===== src/rtl/pipeline_ctrl_pkg.sv =====
// rtl/pipeline_ctrl_pkg.sv - shared codes, constants and FSM encoding for pipeline_ctrl
package pipeline_ctrl_pkg;

    localparam logic [31:0] EXC_INT  = 32'h0000_0001;
    localparam logic [31:0] EXC_SYS  = 32'h0000_0008;
    localparam logic [31:0] EXC_INV  = 32'h0000_000a;
    localparam logic [31:0] EXC_OV   = 32'h0000_000c;
    localparam logic [31:0] EXC_TRAP = 32'h0000_000d;
    localparam logic [31:0] EXC_ERET = 32'h0000_000e;

    localparam logic        RESET_ENABLE = 1'b1;
    localparam logic [31:0] ZERO_WORD    = 32'h0000_0000;

    typedef enum logic [1:0] {
        ST_IDLE   = 2'd0,
        ST_FREEZE = 2'd1,
        ST_FLUSH  = 2'd2
    } state_e;

    typedef enum logic [1:0] {
        VSEL_GEN = 2'd0,
        VSEL_INT = 2'd1,
        VSEL_EPC = 2'd2
    } vec_sel_e;

    // Unknown nonzero codes fall back to the general vector.
    function automatic vec_sel_e exc_vec_sel(input logic [31:0] code);
        vec_sel_e sel;
        case (code)
            EXC_INT:                            sel = VSEL_INT;
            EXC_ERET:                           sel = VSEL_EPC;
            EXC_SYS, EXC_INV, EXC_OV, EXC_TRAP: sel = VSEL_GEN;
            default:                            sel = VSEL_GEN;
        endcase
        return sel;
    endfunction

endpackage


===== src/rtl/pipeline_ctrl_stall_thermo.sv =====
// rtl/pipeline_ctrl_stall_thermo.sv - highest-set-bit to thermometer encoder
module stall_thermo #(
    parameter int N = 6
) (
    input  logic [N-1:0] req_i,
    output logic [N-1:0] therm_o
);

    always_comb begin
        logic acc;
        therm_o = '0;
        acc     = 1'b0;
        for (int j = N - 1; j >= 0; j--) begin
            acc        = acc | req_i[j];
            therm_o[j] = acc;
        end
    end

endmodule


===== src/rtl/pipeline_ctrl.sv =====
// rtl/pipeline_ctrl.sv - stall merge, exception freeze/flush sequencing and stall watchdog
module pipeline_ctrl
    import pipeline_ctrl_pkg::*;
#(
    parameter int              NSTAGE        = 6,
    parameter int              XLEN          = 32,
    parameter int              FLUSH_LEN     = 1,
    parameter int              STALL_TIMEOUT = 1024,
    parameter logic [XLEN-1:0] VEC_INT       = 'h20,
    parameter logic [XLEN-1:0] VEC_GEN       = 'h40
) (
    input  logic              clk,
    input  logic              rst,
    input  logic [NSTAGE-1:0] stallreq_i,
    input  logic [31:0]       excepttype_i,
    input  logic [XLEN-1:0]   cp0_epc_i,
    output logic [NSTAGE-1:0] stall_o,
    output logic              flush_o,
    output logic [XLEN-1:0]   new_pc_o,
    output logic              pc_load_o,
    output logic              busy_o,
    output logic              stall_timeout_o
);

    localparam int FCW = (FLUSH_LEN > 1) ? $clog2(FLUSH_LEN) : 1;
    localparam int WDW = $clog2(STALL_TIMEOUT + 1);

    state_e            state_q, state_d;
    logic [FCW-1:0]    fcnt_q, fcnt_d;
    logic [XLEN-1:0]   target_q, target_d;
    logic [WDW-1:0]    wd_q, wd_d;
    logic              to_q, to_d;
    logic [NSTAGE-1:0] therm;
    logic [XLEN-1:0]   target_sel;
    logic              stalling;

    stall_thermo #(.N(NSTAGE)) u_thermo (
        .req_i   (stallreq_i),
        .therm_o (therm)
    );

    always_comb begin
        target_sel = VEC_GEN;
        case (exc_vec_sel(excepttype_i))
            VSEL_INT: target_sel = VEC_INT;
            VSEL_EPC: target_sel = cp0_epc_i;
            default:  target_sel = VEC_GEN;
        endcase
    end

    always_comb begin
        state_d  = state_q;
        fcnt_d   = fcnt_q;
        target_d = target_q;
        case (state_q)
            ST_IDLE: begin
                if (excepttype_i != ZERO_WORD) begin
                    state_d  = ST_FREEZE;
                    target_d = target_sel;
                end
            end
            ST_FREEZE: begin
                state_d = ST_FLUSH;
                fcnt_d  = '0;
            end
            ST_FLUSH: begin
                if (fcnt_q == FCW'(FLUSH_LEN - 1)) begin
                    state_d = ST_IDLE;
                end else begin
                    fcnt_d = fcnt_q + FCW'(1);
                end
            end
            default: state_d = ST_IDLE;
        endcase
    end

    // Watchdog only counts genuine stage-requested stalls, not the FREEZE hold.
    always_comb begin
        stalling = (state_q == ST_IDLE) && (|therm);
        wd_d     = '0;
        if (stalling) begin
            wd_d = (wd_q == WDW'(STALL_TIMEOUT)) ? wd_q : wd_q + WDW'(1);
        end
        to_d = to_q | (wd_d == WDW'(STALL_TIMEOUT));
    end

    always_ff @(posedge clk) begin
        if (rst == RESET_ENABLE) begin
            state_q  <= ST_IDLE;
            fcnt_q   <= '0;
            target_q <= '0;
            wd_q     <= '0;
            to_q     <= 1'b0;
        end else begin
            state_q  <= state_d;
            fcnt_q   <= fcnt_d;
            target_q <= target_d;
            wd_q     <= wd_d;
            to_q     <= to_d;
        end
    end

    always_comb begin
        stall_o         = '0;
        flush_o         = (state_q == ST_FLUSH);
        pc_load_o       = flush_o && (fcnt_q == '0);
        new_pc_o        = flush_o ? target_q : XLEN'(ZERO_WORD);
        busy_o          = (state_q != ST_IDLE);
        stall_timeout_o = to_q;
        if (state_q == ST_IDLE) begin
            stall_o = therm;
        end else if (state_q == ST_FREEZE) begin
            stall_o = '1;
        end
    end

endmodule


===== config.mk =====
export PLATFORM = sky130hd
export DESIGN_NAME = pipeline_ctrl
export DESIGN_NICKNAME = d
export VERILOG_FILES = /design/src/rtl/pipeline_ctrl_pkg.sv /design/src/rtl/pipeline_ctrl_stall_thermo.sv /design/src/rtl/pipeline_ctrl.sv
export SDC_FILE = /design/constraint.sdc
export NUM_CORES = 1
export LEC_CHECK = 0
export CORE_MARGIN = 2
export CORE_UTILIZATION = 44
export DETAILED_ROUTE_END_ITERATION = 7
export PLACE_DENSITY = 0.85
export SYNTH_ARGS = -nofsm -noshare
export SYNTH_HDL_FRONTEND = slang
export SYNTH_SLANG_ARGS = --single-unit
export TNS_END_PERCENT = 50

===== constraint.sdc =====
create_clock -name clk -period 4.3 [get_ports clk]
set_input_delay 0.43 -clock clk [delete_from_list [all_inputs] [get_ports clk]]
set_output_delay 0.43 -clock clk [all_outputs]
set_load 0.03 [all_outputs]

# Word level (Yosys, flattened, before mapping)
# Index checks and enable logic that the tools add are counted.
[totals]
mem_count = 0
word_cells = 45
out_inout_bits = 42
rom_bits = 0
inputBits = 72
ff_bits = 47
latchBits = 0
ram_bits = 0
[op_classes]
n_addsub = 2
bitwise_logic = 7
multipliers = 0
mux = 12
n_shift = 0
order_cmp = 0
div = 0
n_eq_ne = 10
reduce_logical = 9
[ops]
columns = ["op", "n"]
rows = [
  ["one-hot mux 32 bit (2 select lines)", 1],
  ["equality test 32 x 1 -> 1 bit, second input constant", 1],
  ["equality test 32 x 4 -> 1 bit, second input constant", 1],
  ["2-to-1 mux 32 bit", 1],
  ["nonzero test 32 bit", 1],
  ["equality test 11 bit, second input constant", 2],
  ["2-to-1 mux 11 bit", 2],
  ["2-to-1 mux 6 bit", 2],
  ["adder 11 x 1 -> 11 bit, second input constant", 1],
  ["OR 1 bit", 6],
  ["one-hot mux 2 bit (3 select lines)", 1],
  ["OR reduction 6 bit", 1],
  ["equality test 2 x 1 -> 1 bit, second input constant", 2],
  ["equality test 2 bit, second input constant", 2],
  ["2-to-1 mux 2 bit", 2],
  ["!= test 2 bit, second input constant", 2],
  ["one-hot mux 2 bit (2 select lines)", 1],
  ["AND reduction 2 bit", 2],
  ["nonzero test 2 bit", 2],
  ["logical AND 1 bit", 2],
  ["zero test 2 bit", 1],
  ["one-hot mux 1 bit (2 select lines)", 1],
  ["adder 1 bit, second input constant", 1],
  ["2-to-1 mux 1 bit", 1],
  ["inverter 1 bit", 1],
]

# Logic depth before layout (Yosys ltp)
[depth]
word_depth = 10
mapped_depth = 10
depth_no_buf = 9

# Modules after synthesis
# A second synthesis with hierarchy kept.
[hier_totals]
cells_unflattened = 320
hier_area_um2 = 2464.9
[modules_own_cells]
columns = ["module", "cells_per_inst", "area_per_inst_um2", "n_inst"]
rows = [
  ["pipeline_ctrl", 314, 2419.8, 1],
  ["stall_thermo", 6, 45.0, 1],
]

# Worst setup path after synthesis
# Ideal clock, no wire load.
[synth_path]
kind = "input to register"
start = "input excepttype_i[14]"
end = "register target_q[5]"
cell_stages = 10
arrival_time_ns = 2.108
slack_ns = 2.122
setup_time_ns = 0.070
path_buffers = 1
path_cell_list = "nor4_1 -> nand4_1 -> nor2_1 -> nand4_1 -> inv_1 -> ha_1 -> clkbuf_1 -> a21oi_1 -> or4_1 -> a21oi_1"
[synth_between]
elab_chain_cells = 4
word_cells_on_any_way = 8
cone_classes = "eq/ne: 4; mux: 2; reduce/logical: 2"
[synth_rtl]
columns = ["element", "line_no", "source"]
rows = [
  ["from (decl)", "pipeline_ctrl.sv:15", "input logic [31:0] excepttype_i,"],
  ["equality test 32 x 4 -> 1 bit or equality test 32 x 1 -> 1 bit (tied branches)", "pipeline_ctrl_pkg.sv:29", "case (code)"],
  ["one-hot mux 2 bit (2 select lines)", "pipeline_ctrl_pkg.sv:29", ""],
  ["equality test 2 bit or equality test 2 x 1 -> 1 bit (tied branches)", "pipeline_ctrl.sv:44", "case (exc_vec_sel(excepttype_i))"],
  ["one-hot mux 32 bit (2 select lines)", "pipeline_ctrl.sv:44", ""],
  ["to (signal assigned)", "pipeline_ctrl.sv:97", "target_q <= target_d;"],
  ["to (decl)", "pipeline_ctrl.sv:30", "logic [XLEN-1:0] target_q, target_d;"],
]
# Several ways; a longest one is shown, not always the timed one.
# A chain may end at the register's enable or synchronous reset.

# Worst setup path in the final report
[layout_path]
start = "register state_q[1]"
end = "output new_pc_o[5]"
[layout_between]
elab_chain_cells = 2
[layout_rtl]
columns = ["element", "line_no", "source"]
rows = [
  ["from (decl)", "pipeline_ctrl.sv:28", "state_e state_q, state_d;"],
  ["from (signal assigned)", "pipeline_ctrl.sv:95", "state_q <= state_d;"],
  ["equality test 2 bit", "pipeline_ctrl.sv:105", "flush_o = (state_q == ST_FLUSH);"],
  ["2-to-1 mux 32 bit", "pipeline_ctrl.sv:107", "new_pc_o = flush_o ? target_q : XLEN'(ZERO_WORD);"],
  ["to (decl)", "pipeline_ctrl.sv:19", "output logic [XLEN-1:0] new_pc_o,"],
]
# Every way passes these cells.

==> results.py <==
metrics = {
    "layout": {
        "finalNonFillerCells": 473,
        "diodes": 0,
        "layout_common_cells": "clkdlybuf4s50_1 (113), dfxtp_1 (46), a21oi_1 (36)",
        "final_common_cell": "clkdlybuf4s50_1",
        "final_core_util_pct": 66.9,
        "fillers": 458,
        "synthToLayoutAreaGrowth_pct": 49.5,
        "design.final.nets": 476,
        "drive_above_1_share_pct": 3.99,
    },
    "synth": {
        "post-synth-top-area-cell": "dfxtp_1",
        "ys_ff_latch": 46,
        "synth_flop_cell": "dfxtp_1",
        "syn_inst": 308,
        "async_flop_share_pct": 0,
        "ys_seq_area_share_pct": 37.8,
        "synth_warnings": 0,
        "netlist-cell-type-count": 38,
        "synth_edf_count": 0,
        "syn_area_mm2": 0.00243,
        "syn-num-nets": 384,
        "avgSynthCellArea_um2": 7.91,
        "synthTopCellsByArea": "dfxtp_1 (38%), nand4_1 (8.7%), and2_1 (8.2%)",
        "synth_top_area_share_pct": 37.8,
    },
    "clocking": {
        "clock-sinks": 46,
        "numCtsBuffers": 5,
        "cts_tree": "built",
        "cts_max_level": 2,
        "ctsLongestPathBuffers": 2,
        "ctsHoldBuffers": 0,
        "ctsResizeCount": 0,
        "cts.clk_slew.worst_paths_ns": 0.09,
        "clkLatencyLatePin_ns": 0.30,
        "cts-root-buf": "clkbuf_8",
        "postCtsSetupRepairBufs": 0,
    },
    "min_path": {
        "hp-class": "register to register",
    },
    "route": {
        "drt-pass1-iter-count": 4,
        "wl_um": 7180,
        "drtAntennaViolNets": 0,
        "via_count": 2582,
        "drtIter0Drc": 154,
        "via_per_inst": 5.46,
        "drc": 0,
        "routedWlPerCell_um": 15.2,
    },
    "grt": {
        "grt_max_degree": 37,
        "grt_pass1_wl_um": 11700,
        "grt_overflow": 0,
        "grt_pass1_vias": 2424,
        "track_usage_pct": 23.4,
        "grt_antenna_before_repair": 0,
    },
    "floorplanning": {
        "pin_count": 114,
        "start_util_pct": 44.8,
        "die_h_um": 78.4,
        "die-area_mm2": 0.00614,
        "die_width_um": 78.4,
        "coreArea_mm2": 0.00544,
        "rows": 27,
    },
    "timing": {
        "hold_viol_final": 0,
        "fin_skew_ns": 0.00834,
        "finalMaxSlewViolations": 0,
        "post-route-period-util_pct": 73.6,
        "max_slew_margin_pct": 26.1,
        "worst_pin_slew_ns": 1.10,
        "timing.hold.ws_ns": 0.473,
        "setup_viol_count_final": 0,
        "rsz0062_at_grt": "false",
        "clock.fmax_mhz": 316,
        "min_period_ns": 3.16,
        "final.setup.tns_ns": 0,
    },
    "worst_setup_path": {
        "critPathLaunch": "state_q[1]$_SDFFE_PP0P_",
        "critPathCapture": "new_pc_o[5]",
        "cp_cell_sequence": "nor2b_2 > and2_1 > clkdlybuf4s50_1",
        "worstReg2RegEnd": "stall_timeout_o$_SDFF_PP0_",
        "worstSetupStartpointType": "register",
        "worstPathRequired_ns": 3.87,
        "arrival_ns": 2.73,
        "crit_slowest_cell": "nor2b_2",
        "reg2reg_from": "state_q[1]$_SDFFE_PP0P_",
        "reg2regPathDepth": 7,
        "cp_num_buf_inv": 1,
        "timing_worst_setup_path_type": "register to output pin",
        "crit_fanout": 34,
        "worst_setup_path_end_kind": "output pin",
        "worstSetupPathDepth": 3,
        "path_delay_family": "simple AND/OR/NAND/NOR gates",
        "max_stage_delay_ns": 0.94,
        "worst-r2r-setup-slack_ns": 1.41,
    },
    "pwr": {
        "irDropWorstVdd_v": 0.000171,
        "power.leakage_nw": 1.26,
        "cellPowerDensity_mw_per_mm2": 255,
    },
    "placement": {
        "dp_cells": 465,
        "place.gp.congestion": 0.850,
        "io_buffers": 113,
        "dp_hpwl_um": 4940,
    },
    "run_status": {
        "run_status": "finished clean",
    },
    "job": {
        "drv_cap": 0,
    },
}
-- registers in the layout (all words and copies together), names as in the netlist --
name	cells
state_q	2
target_q	32
stall_timeout_o	1
wd_q	11
-- cell families after synthesis --
| logic type | Yosys count | share of synthesized area, % |
|---|---|---|
| simple gates | 131 | 31.6 |
| compound gates | 75 | 16.1 |
| flops | 46 | 37.8 |
| buf+inv | 39 | 7.71 |
| xor+xnor | 12 | 4.32 |
| fa+ha+maj | 4 | 2.06 |
| mux | 1 | 0.411 |
-- synthesized netlist by cell type, drive strengths merged, types with 2 or more instances --
library cell	number
or4	2
nor4	10
nand4	34
and2	32
ha	4
buf	13
a31oi	2
nor2b	2
a21oi	36
and3	3
nand2	4
nor3	6
nor2	21
clkbuf	19
inv	7
xor2	7
dfxtp	46
nand2b	3
xnor2	5
nand3	8
o21ai	33
-- how the worst min path moves through the flow --
stage | from | to | slack (ns) | depth (start not counted)
finish | target_q[16]$_SDFFE_PP0P_ | target_q[16]$_SDFFE_PP0P_ | 0.47 | 2
global route | target_q[21]$_SDFFE_PP0P_ | target_q[21]$_SDFFE_PP0P_ | 0.49 | 2
CTS | target_q[21]$_SDFFE_PP0P_ | target_q[21]$_SDFFE_PP0P_ | 0.47 | 2
detailed placement | target_q[21]$_SDFFE_PP0P_ | target_q[21]$_SDFFE_PP0P_ | 0.46 | 2
global placement | target_q[15]$_SDFFE_PP0P_ | target_q[15]$_SDFFE_PP0P_ | 0.45 | 2
floorplan | target_q[5]$_SDFFE_PP0P_ | target_q[5]$_SDFFE_PP0P_ | 0.44 | 2
-- per-layer routing --
| metal | GRT usage [%] | share of wire [%] | up-vias |
|---|---|---|---|
| met2 | 39.1 | 49 | 80 |
| met3 | 5.75 | 5.0 | 6 |
| met4 | 6.14 | 1.1 | 0 |
| met1 | 30.2 | 45 | 1212 |
| met5 | 0 | 0 | - |
| li1 | - | - | 1284 |
-- power breakdown --
group	switching [mW]	internal, mW
Sequential	0.00631	0.430
Combinational	0.0774	0.0822
Clock	0.159	0.174
-- worst reg2reg max path, delay by kind of cell (launching register included) --
family                 cells  cell delay, ns
DFF                        1            0.41
and+or+nand+nor            3            0.81
buffers and inverters      2            0.86
AOI/OAI and AO/OA          2            0.71
-- through the flow --
stage	power [mW]	setup slack, ns	cell area, µm²
after detailed placement	0.604	1.36	3530
after floorplan	0.510	2.12	2430
final	0.930	1.14	3640
after global routing	0.961	0.990	3640
after global placement	0.602	1.47	3530
after CTS	0.930	1.12	3640
-- area by class of cell --
type / count / area, µm² / area share [%]
Clock buffer: 5 / 68.8 / 1.89
Tap cell: 72 / 90.1 / 2.48
Sequential cell: 46 / 921 / 25.3
Multi-Input combinational cell: 223 / 1330 / 36.5
Clock inverter: 3 / 43.8 / 1.20
Inverter: 7 / 26.3 / 0.722
Timing Repair Buffer: 117 / 1160 / 31.9
Power figures use the tool's default switching activity.
